<file path="config.mk">
export PLATFORM = sky130hd
export DESIGN_NAME = change_trace_buffer
export DESIGN_NICKNAME = d
export VERILOG_FILES = /design/src/rtl/change_trace_buffer_pkg.sv /design/src/rtl/change_trace_buffer_trace_fifo.sv /design/src/rtl/change_trace_buffer.sv
export SDC_FILE = /design/constraint.sdc
export NUM_CORES = 1
export LEC_CHECK = 0
export CAP_MARGIN = 15
export CELL_PAD_IN_SITES_DETAIL_PLACEMENT = 1
export CELL_PAD_IN_SITES_GLOBAL_PLACEMENT = 1
export CORE_ASPECT_RATIO = 0.7
export CORE_MARGIN = 2
export CORE_UTILIZATION = 51
export CTS_CLUSTER_SIZE = 10
export DETAILED_ROUTE_END_ITERATION = 8
export GPL_ROUTABILITY_DRIVEN = 0
export HOLD_SLACK_MARGIN = 0.12
export PLACE_DENSITY_LB_ADDON = 0.3
export SETUP_SLACK_MARGIN = 0.05
export SLEW_MARGIN = 30
export SYNTH_ARGS = -nofsm -noshare
export SYNTH_HDL_FRONTEND = slang
export SYNTH_SLANG_ARGS = --single-unit
</file>
<file path="constraint.sdc">
create_clock -name clk -period 3.8 [get_ports clk]
set_clock_uncertainty 0.15 [all_clocks]
set_input_delay 0.38 -clock clk [delete_from_list [all_inputs] [get_ports clk]]
set_output_delay 0.38 -clock clk [all_outputs]
set_load 0.005 [all_outputs]
</file>
<file path="src/rtl/change_trace_buffer_pkg.sv">
// change_trace_buffer_pkg: shared event-packing constants for the change trace buffer
package change_trace_buffer_pkg;
  localparam int DROP_CNT_W = 8;
  localparam int EV_VAL_LSB = 0;
  function automatic int ev_ts_lsb(input int width);
    return EV_VAL_LSB + width;
  endfunction
endpackage

</file>
<file path="src/rtl/change_trace_buffer_trace_fifo.sv">
// trace_fifo: single-clock FIFO; while empty the head holds the last popped entry
module trace_fifo #(
  parameter int W = 19,
  parameter int DEPTH = 8,
  localparam int AW = $clog2(DEPTH)
) (
  input  logic          clk,
  input  logic          rst,
  input  logic          push,
  input  logic          pop,
  input  logic [W-1:0]  wdata,
  output logic [W-1:0]  rdata,
  output logic          full,
  output logic          empty,
  output logic [AW:0]   count
);
  logic [W-1:0] mem_q [DEPTH];
  logic [AW-1:0] wr_q, wr_d, rd_q, rd_d;
  logic [AW:0] cnt_q, cnt_d;
  logic [W-1:0] last_q, last_d;
  logic do_push, do_pop;
  assign empty = cnt_q == '0;
  assign full = cnt_q == (AW+1)'(DEPTH);
  assign count = cnt_q;
  assign rdata = empty ? last_q : mem_q[rd_q];
  always_comb begin
    do_pop = pop && !empty;
    do_push = push && (!full || do_pop);
    wr_d = do_push ? wr_q + (AW)'(1) : wr_q;
    rd_d = do_pop ? rd_q + (AW)'(1) : rd_q;
    cnt_d = cnt_q + (AW+1)'(do_push) - (AW+1)'(do_pop);
    last_d = do_pop ? mem_q[rd_q] : last_q;
  end
  always_ff @(posedge clk)
    if (do_push) mem_q[wr_q] <= wdata;
  always_ff @(posedge clk) begin
    if (rst) begin
      wr_q <= '0;
      rd_q <= '0;
      cnt_q <= '0;
      last_q <= '0;
    end else begin
      wr_q <= wr_d;
      rd_q <= rd_d;
      cnt_q <= cnt_d;
      last_q <= last_d;
    end
  end
endmodule

</file>
<file path="src/rtl/change_trace_buffer.sv">
// change_trace_buffer: logs {timestamp, value} on every change of sample_in into a FIFO
// Optional drop_count port when TRACE_DROP_COUNT_EN is defined.
module change_trace_buffer
  import change_trace_buffer_pkg::*;
#(
  parameter int WIDTH = 3,
  parameter int TS_WIDTH = 16,
  parameter int DEPTH = 8,
  localparam int AW = $clog2(DEPTH)
) (
  input  logic                clk,
  input  logic                rst,
  input  logic                enable,
  input  logic [WIDTH-1:0]    sample_in,
  output logic                out_valid,
  input  logic                out_ready,
  output logic [TS_WIDTH-1:0] out_ts,
  output logic [WIDTH-1:0]    out_value,
  output logic [AW:0]         count,
  output logic                overflow
`ifdef TRACE_DROP_COUNT_EN
  ,
  output logic [DROP_CNT_W-1:0] drop_count
`endif
);
  localparam int EV_TS_LSB = ev_ts_lsb(WIDTH);
  localparam int EV_W = TS_WIDTH + WIDTH;
  logic [TS_WIDTH-1:0] ts_q, ts_d;
  logic [WIDTH-1:0] prev_q, prev_d;
  logic first_q, first_d, ovf_q, ovf_d;
  logic ev, drop, full, empty;
  logic [EV_W-1:0] ev_data, head;
  always_comb begin
    ev = enable && (first_q || sample_in != prev_q);
    drop = ev && full && !out_ready;
    ev_data = {ts_q, sample_in};
    ts_d = ts_q + (TS_WIDTH)'(1);
    prev_d = ev ? sample_in : prev_q;
    first_d = first_q && !ev;
    ovf_d = ovf_q || drop;
  end
  always_ff @(posedge clk) begin
    if (rst) begin
      ts_q <= '0;
      prev_q <= '0;
      first_q <= 1'b1;
      ovf_q <= 1'b0;
    end else begin
      ts_q <= ts_d;
      prev_q <= prev_d;
      first_q <= first_d;
      ovf_q <= ovf_d;
    end
  end
`ifdef TRACE_DROP_COUNT_EN
  logic [DROP_CNT_W-1:0] drop_q, drop_d;
  always_comb drop_d = (drop && drop_q != '1) ? drop_q + (DROP_CNT_W)'(1) : drop_q;
  always_ff @(posedge clk)
    if (rst) drop_q <= '0;
    else drop_q <= drop_d;
  assign drop_count = drop_q;
`endif
  trace_fifo #(.W(EV_W), .DEPTH(DEPTH)) u_fifo (
    .clk(clk),
    .rst(rst),
    .push(ev),
    .pop(out_valid && out_ready),
    .wdata(ev_data),
    .rdata(head),
    .full(full),
    .empty(empty),
    .count(count)
  );
  assign out_valid = !empty;
  assign out_ts = head[EV_TS_LSB +: TS_WIDTH];
  assign out_value = head[EV_VAL_LSB +: WIDTH];
  assign overflow = ovf_q;
endmodule

</file>
==> impl_metrics.env, run 1 <==
export IMPL_outcome="completed"
export IMPL_startpoint_type="flip-flop"
export IMPL_drc=0
export IMPL_syn_to_final_growth_pct=16.1
export IMPL_ys_seq_area_frac=0.687
export IMPL_hold_class="reg2reg"
export IMPL_cts_clk_slew_worst_paths_ps=60
export IMPL_drtPass1Iterations=5
export IMPL_worstPathRequired_ps=3270
export IMPL_power_density_nw_per_um2=684
export IMPL_netlist_instances=524
export IMPL_setup_tns_ps=0
export IMPL_post_cts_buffers=0
export IMPL_netlist_area_um2=8180
export IMPL_cts_root_buf="clkbuf_16"
export IMPL_intPower_w=0.00469
export IMPL_power_w=0.00650
export IMPL_crit_path_end="out_ts[8]"
export IMPL_layout_cells_most_common="edfxtp_1"
export IMPL_hold_buffers=0
export IMPL_ys_ff_latch=205
export IMPL_track_usage=0.243
export IMPL_die_x_um=155
export IMPL_postSynthAreaPerCell_um2=15.6
export IMPL_start_util=0.525
export IMPL_grt_overflow=0
export IMPL_clock_path_buffers=3
export IMPL_die_h_um=110
export IMPL_swShare=0.278
export IMPL_drive_gt1_frac=0.191
export IMPL_clockPowerShare=0.320
export IMPL_vias=4782
export IMPL_tightest_slew_ps=972
export IMPL_antennaDiodeCount=0
export IMPL_grt_pass1_vias=5039
export IMPL_fmax_mhz=280
export IMPL_dieArea_um2=17100
export IMPL_timing_rr_end="u_fifo.mem_q[3][2]$_DFFE_PP_"
export IMPL_ctsHtreeMaxLevel=1
export IMPL_setup_viol=0
export IMPL_place_hpwl_um=12500
export IMPL_worstSetupPathType="reg2out"
export IMPL_dr_first_iter_drc_count=410
export IMPL_comb_power_share=0.261
export IMPL_synth_edf_count=152
export IMPL_cts_buffers=24
export IMPL_cts_sinks=205
export IMPL_hold_slack_ps=321
export IMPL_ios=32
export IMPL_leakage_nw=3.20
export IMPL_ant_nets=0
export IMPL_cts_resized=1
export IMPL_arrival_ps=3040
export IMPL_drv_slew=0
export IMPL_relSlewSlack=0.351
export IMPL_fp_coreArea_um2=15600
export IMPL_cp_end_kind="output pin"
export IMPL_insertion_delay_ps=510
export IMPL_power_frac_seq=0.419
export IMPL_min_period_ps=3570
export IMPL_antenna_found_initial=0
export IMPL_finalHoldViolations=0
export IMPL_grt_max_degree=35
export IMPL_wl_per_cell_um=25.3
export IMPL_drv_cap=0
export IMPL_r2r_cells=7
export IMPL_reg2reg_slack_ps=1050
export IMPL_layout_nets=591
export IMPL_fin_crit_sh=0.939
export IMPL_asyncSetResetFlopFracSynth=0
export IMPL_wl_um=20000
export IMPL_ir_drop_mv=0.425
export IMPL_yosysWarnings=0
export IMPL_nFillCells=1444
export IMPL_rsz0062_at_grt="no"
export IMPL_p_switching_w=0.00181
export IMPL_synth_distinct_cells=45
export IMPL_syn_nets=541
export IMPL_io_buffers=31
export IMPL_cp_max_fo=34
export IMPL_synth_top_flop_cell="edfxtp_1"
export IMPL_vias_per_cell=6.04
export IMPL_layout_common_cells="152 x edfxtp_1, 52 x mux2_2, 52 x dfxtp_1"
export IMPL_grt_pass1_wl_um=30700
export IMPL_cts_tree="built"
export IMPL_r2r_start="u_fifo.count[2]$_SDFF_PP0_"
export IMPL_num_rows=38
[sequential cells by signal (all words and copies together) (netlist names), named ones only]
signal         flops
u_fifo.last_q     19
prev_q             3
overflow           1
u_fifo.mem_q     152
u_fifo.rd_q        3
u_fifo.wr_q        3
ts_q              16
first_q            1
u_fifo.count       4
[synth_stat cells (2+ instances only)]
master	instances	area, µm²
nand3_1	8	40.0
mux2_1	5	56.3
clkbuf_1	6	22.5
dfxtp_1	53	1060
xnor2_1	5	43.8
a221oi_1	17	149
inv_1	11	41.3
edfxtp_1	152	4560
nand2b_1	4	25.0
nor2b_1	8	50.1
o22ai_1	16	100
a221oi_2	2	30.0
nand4_1	5	31.3
buf_1	3	11.3
and4_1	3	26.3
mux2i_1	46	460
nor3_1	6	30.0
nor2_1	35	131
xor2_1	12	105
a21o_1	2	15.0
ha_1	9	113
buf_4	6	45.0
mux2_2	52	586
buf_2	9	45.0
o2bb2ai_1	3	26.3
a21oi_1	3	15.0
or3_1	2	12.5
nand2_1	6	22.5
a22o_1	19	166
[worst min path at each step]
stage,from,to,slack [ps],cells after the start
floorplan,first_q$_SDFF_PP1_,first_q$_SDFF_PP1_,280,1
global placement,u_fifo.last_q[9]$_SDFFE_PP0P_,u_fifo.last_q[9]$_SDFFE_PP0P_,300,1
detailed placement,u_fifo.last_q[3]$_SDFFE_PP0P_,u_fifo.last_q[3]$_SDFFE_PP0P_,310,1
CTS,u_fifo.last_q[16]$_SDFFE_PP0P_,u_fifo.last_q[16]$_SDFFE_PP0P_,320,1
global route,u_fifo.last_q[4]$_SDFFE_PP0P_,u_fifo.last_q[4]$_SDFFE_PP0P_,340,1
finish,u_fifo.last_q[16]$_SDFFE_PP0P_,u_fifo.last_q[16]$_SDFFE_PP0P_,320,1
[power by group through the flow]
stage               clock network [W]  registers, W  logic [W]
CTS                           0.00211       0.00272    0.00170
global route                  0.00219       0.00274    0.00184
detailed placement                  0       0.00276    0.00166
floorplan                           0       0.00272   0.000915
finish                        0.00208       0.00272    0.00170
global placement                    0       0.00274    0.00161
[per-stage QoR]
step / instance area [µm²] / worst slack [ps] / instances / util
after floorplan: 8180 / 923 / 524 / -
after global placement: 8780 / 749 / 747 / 0.563
after detailed placement: 8780 / 629 / 747 / 0.563
after CTS: 9480 / 215 / 791 / 0.608
after global routing: 9500 / 70.2 / 792 / 0.609
final: 9500 / 234 / 792 / 0.609
[critical path, cell delays in order (launching register included)]
cell and delay [ps]:
dfxtp_4 700, buf_12 310, mux2_2 370, o22ai_1 230, a221oi_1 110, mux2_2 290, clkdlybuf4s50_1 450
[final cells by class]
cell class,count,area (µm²),share of cell area
clock inverter,1,7.51,0.000791
clock buffer,43,693,0.0730
inverter,11,41.3,0.00435
tap,200,250,0.0264
sequential,205,5630,0.593
multi-input combinational,284,2420,0.255
timing repair buffer,48,454,0.0478
[routing by layer]
layer	wire [µm]	GRT usage	vias to the layer above
met3	1040	0.0387	28
met1	9160	0.346	2474
met4	421	0.0714	0
met5	0	0	-
li1	-	-	2130
met2	9380	0.391	150
[cells by family (layout without fill, tap and decap cells)]
group                      after synthesis  in the layout  share of synthesized area
muxes                                  104            104                      0.137
AOI/OAI and AO/OA                       66             66                     0.0651
buffers and inverters                   35            103                     0.0202
xor gates and xnor gates                17             17                     0.0182
and+or+nand+nor                         87             87                     0.0563
DFF                                    205            205                      0.687
adders and majority gates               10             10                     0.0162
Power figures use the tool's default switching activity.
==> run 2, diff against run 1 <==
- SLEW_MARGIN: 30 -> unset
- clock period: 3.8 -> 3.66 ns (I/O delays scaled with it)
==> run 2 against run 1 <==
  * Via count decreased by 0.73%
  * Sequential share of layout area is 0.21 points lower
  * Combinational power is 4% higher
  * Highest routed layer unchanged
==> impl_metrics.env, run 2 (same netlist as run 1, synthesis figures left out) <==
export IMPL_outcome="completed"
export IMPL_comb_power_share=0.261
export IMPL_ir_drop_mv=0.398
export IMPL_pre_cts_slack_ps=519
export IMPL_nFillCells=1452
export IMPL_reg2reg_slack_ps=1030
export IMPL_crit_path_frequent_cell="mux2_2"
export IMPL_multi_input_area_um2=2430
export IMPL_worstPathRequired_ps=3140
export IMPL_largest_register="u_fifo.mem_q"
export IMPL_layout_common_cells="152 x edfxtp_1, 52 x mux2_2, 52 x dfxtp_1"
export IMPL_drtPass1Iterations=4
export IMPL_grt_pass1_vias=5030
export IMPL_cts_buffers=24
export IMPL_start_util=0.525
export IMPL_track_usage=0.238
export IMPL_drive_gt1_frac=0.196
export IMPL_setup_viol=0
export IMPL_vias=4747
export IMPL_ctsHtreeMaxLevel=1
export IMPL_drv_cap=0
export IMPL_slowest_stage="dfxtp_4"
export IMPL_arrival_ps=2900
export IMPL_cp_end_kind="output pin"
export IMPL_die_h_um=110
export IMPL_worstSetupPathType="reg2out"
export IMPL_clock_path_buffers=3
export IMPL_finalHoldViolations=0
export IMPL_dieArea_um2=17100
export IMPL_min_period_ps=3420
export IMPL_antennaDiodeCount=0
export IMPL_layout_nets=593
export IMPL_fin_crit_sh=0.934
export IMPL_path_buf_inv=2
export IMPL_dr_first_iter_drc_count=425
export IMPL_largest_register_ffs=152
export IMPL_drc=0
export IMPL_syn_to_final_growth_pct=16.5
export IMPL_grt_max_degree=31
export IMPL_wl_per_cell_um=24.7
export IMPL_die_x_um=155
export IMPL_layout_cells_most_common="edfxtp_1"
export IMPL_power_frac_seq=0.418
export IMPL_vias_per_cell=5.99
export IMPL_swShare=0.278
export IMPL_intPower_w=0.00487
export IMPL_io_buffers=31
export IMPL_tightest_slew_ps=993
export IMPL_crit_chain="buf_4 -> mux2_2 -> o22ai_1 -> a221oi_1 -> mux2_2 -> clkdlybuf4s50_1"
export IMPL_grt_overflow=0
export IMPL_fin_ws_ps=242
export IMPL_cts_root_buf="clkbuf_16"
export IMPL_regArea_um2=5630
export IMPL_ios=32
export IMPL_p_switching_w=0.00187
export IMPL_hold_buffers=0
export IMPL_hold_slack_ps=307
export IMPL_wl_um=19600
export IMPL_num_rows=38
export IMPL_rsz0062_at_grt="no"
export IMPL_startpoint_type="flip-flop"
export IMPL_path_delay_family="buffers and inverters"
export IMPL_place_hpwl_um=11500
export IMPL_hold_class="reg2reg"
export IMPL_cts_clk_slew_worst_paths_ps=60
export IMPL_grt_pass1_wl_um=30000
export IMPL_insertion_delay_ps=500
export IMPL_relSlewSlack=0.338
export IMPL_drv_slew=0
export IMPL_worst_path_largest_cell_delay_ps=540
export IMPL_clockPowerShare=0.321
export IMPL_leakage_nw=3.22
export IMPL_setup_tns_ps=0
export IMPL_largestRegisters="u_fifo.mem_q x152, u_fifo.last_q x19, ts_q x16"
export IMPL_fp_coreArea_um2=15600
export IMPL_cts_sinks=205
export IMPL_antenna_found_initial=0
export IMPL_power_density_nw_per_um2=708
export IMPL_cts_tree="built"
export IMPL_fmax_mhz=293
export IMPL_cp_max_fo=20
export IMPL_ant_nets=0
==> run 2: layer usage <==
metal,up-vias,share of wire,track usage
li1,2128,-,-
met1,2432,0.46,0.344
met2,159,0.46,0.380
met3,28,0.063,0.0379
met4,0,0.018,0.0629
met5,-,0,0
==> run 2: worst paths after layout <==
| check | startpoint | to | cells after the start |
|---|---|---|---|
| worst max-delay path | flip-flop | out_ts[4] | 6 |
| worst min-delay path | first_q$_SDFF_PP1_ | first_q$_SDFF_PP1_ | 1 |
| worst max register to register | u_fifo.count[2]$_SDFF_PP0_ | u_fifo.count[3]$_SDFF_PP0_ | 11 |
| worst min register to register | first_q$_SDFF_PP1_ | first_q$_SDFF_PP1_ | 1 |
==> run 2: layout make-up <==
cell class | count | area share
Clock buffer | 42 | 0.0723
Clock inverter | 1 | 0.000788
Inverter | 11 | 0.00433
Multi-Input combinational cell | 284 | 0.255
Sequential cell | 205 | 0.591
Tap cell | 200 | 0.0263
Timing Repair Buffer | 50 | 0.0509
==> run 2: worst reg2reg max path, stage by stage (launching register included) <==
cell and delay (ps):
dfxtp_1 330, inv_1 80, ha_1 230, nor3b_2 180, nor2_1 350, ha_1 300
inv_1 60, ha_1 290, a21o_1 190, a21oi_1 170, xnor2_1 150, nor2_1 50
==> run 2: metrics by stage <==
stage          cells  power (W)  utilization  area (µm²)
6_report         793    0.00674        0.611        9530
5_1_grt          793    0.00704        0.611        9530
3_5_place_dp     749    0.00460        0.564        8790
2_1_floorplan    524    0.00377            -        8180
3_3_place_gp     749    0.00453        0.564        8790
4_1_cts          792    0.00677        0.609        9500
==> run 2: repair_timing <==
| action | 4_1_cts | 5_1_grt |
|---|---|---|
| cloned | 0 | 0 |
| endpoints found under the setup margin | 2 | 7 |
| setup buffers | 0 | 1 |
| gates resized for setup | 2 | 1 |
==> run 2: power groups by stage <==
stage,registers (W),logic [W],clock network (W)
floorplan,0.00282,0.000950,0
CTS,0.00282,0.00177,0.00219
global route,0.00284,0.00193,0.00228
global placement,0.00284,0.00169,0
finish,0.00282,0.00176,0.00216
detailed placement,0.00286,0.00174,0
==> run 3, diff against run 2 <==
- CORE_MARGIN: 2 -> unset
- CORE_UTILIZATION: 51 -> 40
- MAX_ROUTING_LAYER: unset -> met4
==> run 3 against run 2 <==
  * Core utilization decreased by 13 points
  * Worst hold slack improved by 12 ps
  * Count of clock-buffer cells in the layout increased by 1
  * First-iteration DRC count decreased by 42%
  * Combinational power about the same
  * Cell count increased by 9.3%
  * Register-to-register slack improved by 70 ps
  * Power decreased by 1.1%
  * Critical path depth unchanged
  * Non-clock buffer count increased by 3
  * Global-route usage decreased by 5.7 points
  * Critical endpoint is now out_ts[10]
  * Largest power group unchanged
  * Highest routed layer unchanged
==> impl_metrics.env, run 3 (same netlist as run 1, synthesis figures left out) <==
export IMPL_io_buffers=31
export IMPL_cts_tree="built"
export IMPL_cp_max_fo=10
export IMPL_ios=32
export IMPL_worstSetupPathType="reg2out"
export IMPL_largestRegisters="u_fifo.mem_q x152, u_fifo.last_q x19, ts_q x16"
export IMPL_start_util=0.411
export IMPL_r2r_start="u_fifo.count[2]$_SDFF_PP0_"
export IMPL_num_rows=43
export IMPL_ir_drop_mv=0.387
export IMPL_track_usage=0.181
export IMPL_p_switching_w=0.00179
export IMPL_grt_overflow=0
export IMPL_fin_cells=867
export IMPL_fin_crit_sh=0.931
export IMPL_cts_clk_slew_worst_paths_ps=50
export IMPL_layout_common_cells="152 x edfxtp_1, 52 x mux2_2, 52 x dfxtp_1"
export IMPL_vias=4562
export IMPL_timing_rr_end="u_fifo.count[2]$_SDFF_PP0_"
export IMPL_regArea_um2=5630
export IMPL_relSlewSlack=0.363
export IMPL_intPower_w=0.00488
export IMPL_hold_buffers=0
export IMPL_dr_first_iter_drc_count=245
export IMPL_fmax_mhz=294
export IMPL_place_hpwl_um=11100
export IMPL_nFillCells=1949
export IMPL_outcome="completed"
export IMPL_worstHoldEndpoint="first_q$_SDFF_PP1_"
export IMPL_hold_path_startpoint="first_q$_SDFF_PP1_"
export IMPL_insertion_delay_ps=500
export IMPL_cts_buffers=24
export IMPL_cts_resized=0
export IMPL_dp_cells=823
export IMPL_largest_register="u_fifo.mem_q"
export IMPL_leakage_nw=3.23
export IMPL_post_cts_buffers=0
export IMPL_cp_end_kind="output pin"
export IMPL_power_w=0.00667
export IMPL_layout_cells_most_common="edfxtp_1"
export IMPL_reg2reg_slack_ps=1100
export IMPL_setup_tns_ps=0
export IMPL_wl_um=17900
export IMPL_pre_cts_slack_ps=710
export IMPL_grt_max_degree=37
export IMPL_drive_gt1_frac=0.193
export IMPL_power_frac_seq=0.422
export IMPL_cts_sinks=205
export IMPL_drv_slew=0
export IMPL_comb_power_share=0.260
export IMPL_vias_per_cell=5.26
export IMPL_final_util=0.483
export IMPL_clock_path_buffers=3
export IMPL_hold_class="reg2reg"
export IMPL_drv_cap=0
export IMPL_min_path_cells=1
export IMPL_syn_to_final_growth_pct=17.4
export IMPL_grt_pass1_vias=4915
export IMPL_startpoint_type="flip-flop"
export IMPL_die_h_um=122
export IMPL_power_density_nw_per_um2=694
export IMPL_worstPathRequired_ps=3140
export IMPL_drtPass1Iterations=4
export IMPL_die_x_um=173
export IMPL_min_period_ps=3410
export IMPL_wl_per_cell_um=20.6
export IMPL_rsz0062_at_grt="no"
export IMPL_multi_input_area_um2=2410
export IMPL_fp_coreArea_um2=19900
export IMPL_antennaDiodeCount=0
export IMPL_setup_viol=0
export IMPL_dieArea_um2=21000
export IMPL_ctsHtreeMaxLevel=1
export IMPL_r2r_cells=11
export IMPL_tightest_slew_ps=955
export IMPL_layout_nets=596
export IMPL_swShare=0.268
export IMPL_antenna_found_initial=0
export IMPL_finalHoldViolations=0
export IMPL_grt_pass1_wl_um=27700
export IMPL_drc=0
export IMPL_arrival_ps=2890
export IMPL_clockPowerShare=0.318
export IMPL_ant_nets=0
export IMPL_fin_ws_ps=253
export IMPL_largest_register_ffs=152
export IMPL_cts_root_buf="clkbuf_16"
## run 3: power groups by stage
stage / Combinational (W) / Clock [W] / Sequential (W)
detailed placement: 0.00175 / 0 / 0.00286
floorplan: 0.000950 / 0 / 0.00282
finish: 0.00173 / 0.00212 / 0.00281
global placement: 0.00172 / 0 / 0.00284
global route: 0.00190 / 0.00226 / 0.00284
CTS: 0.00177 / 0.00217 / 0.00282
## run 3: through the flow
step                      hold slack, ps  area, µm²
after global routing                 347       9610
after floorplan                      277       8180
final                                319       9610
after CTS                            322       9610
after detailed placement             304       8910
after global placement               302       8910
## run 3: area by class of cell
cell class                      instances  area share
Clock inverter                          1    0.000391
Sequential cell                       205       0.586
Multi-Input combinational cell        284       0.251
Tap cell                              270      0.0352
Timing Repair Buffer                   53      0.0508
Inverter                               11     0.00430
Clock buffer                           43      0.0722
## run 3: per-layer routing
metal,wire (µm),global-route usage,part of all wire
met1,8250,0.240,0.46
met2,8150,0.294,0.46
met3,1200,0.0284,0.067
met4,268,0.0426,0.015
met5,0,-,0
## run 3: worst max-delay path by stage
stage,from,endpoint,cells past startpoint
final,flip-flop,out_ts[10],6
after global routing,flip-flop,out_ts[10],6
after CTS,flip-flop,out_ts[10],6
after detailed placement,sample_in[1],u_fifo.count[1]$_SDFF_PP0_,8
after global placement,sample_in[1],u_fifo.count[3]$_SDFF_PP0_,9
after floorplan,u_fifo.count[2]$_SDFF_PP0_,u_fifo.mem_q[3][0]$_DFFE_PP_,6
## run 3: critical path, cell delays in order (launching register included)
cell,delay (ps)
dfxtp_1,350
nand2_1,410
buf_4,250
o22ai_1,80
a221oi_1,530
mux2_2,280
clkdlybuf4s50_1,490
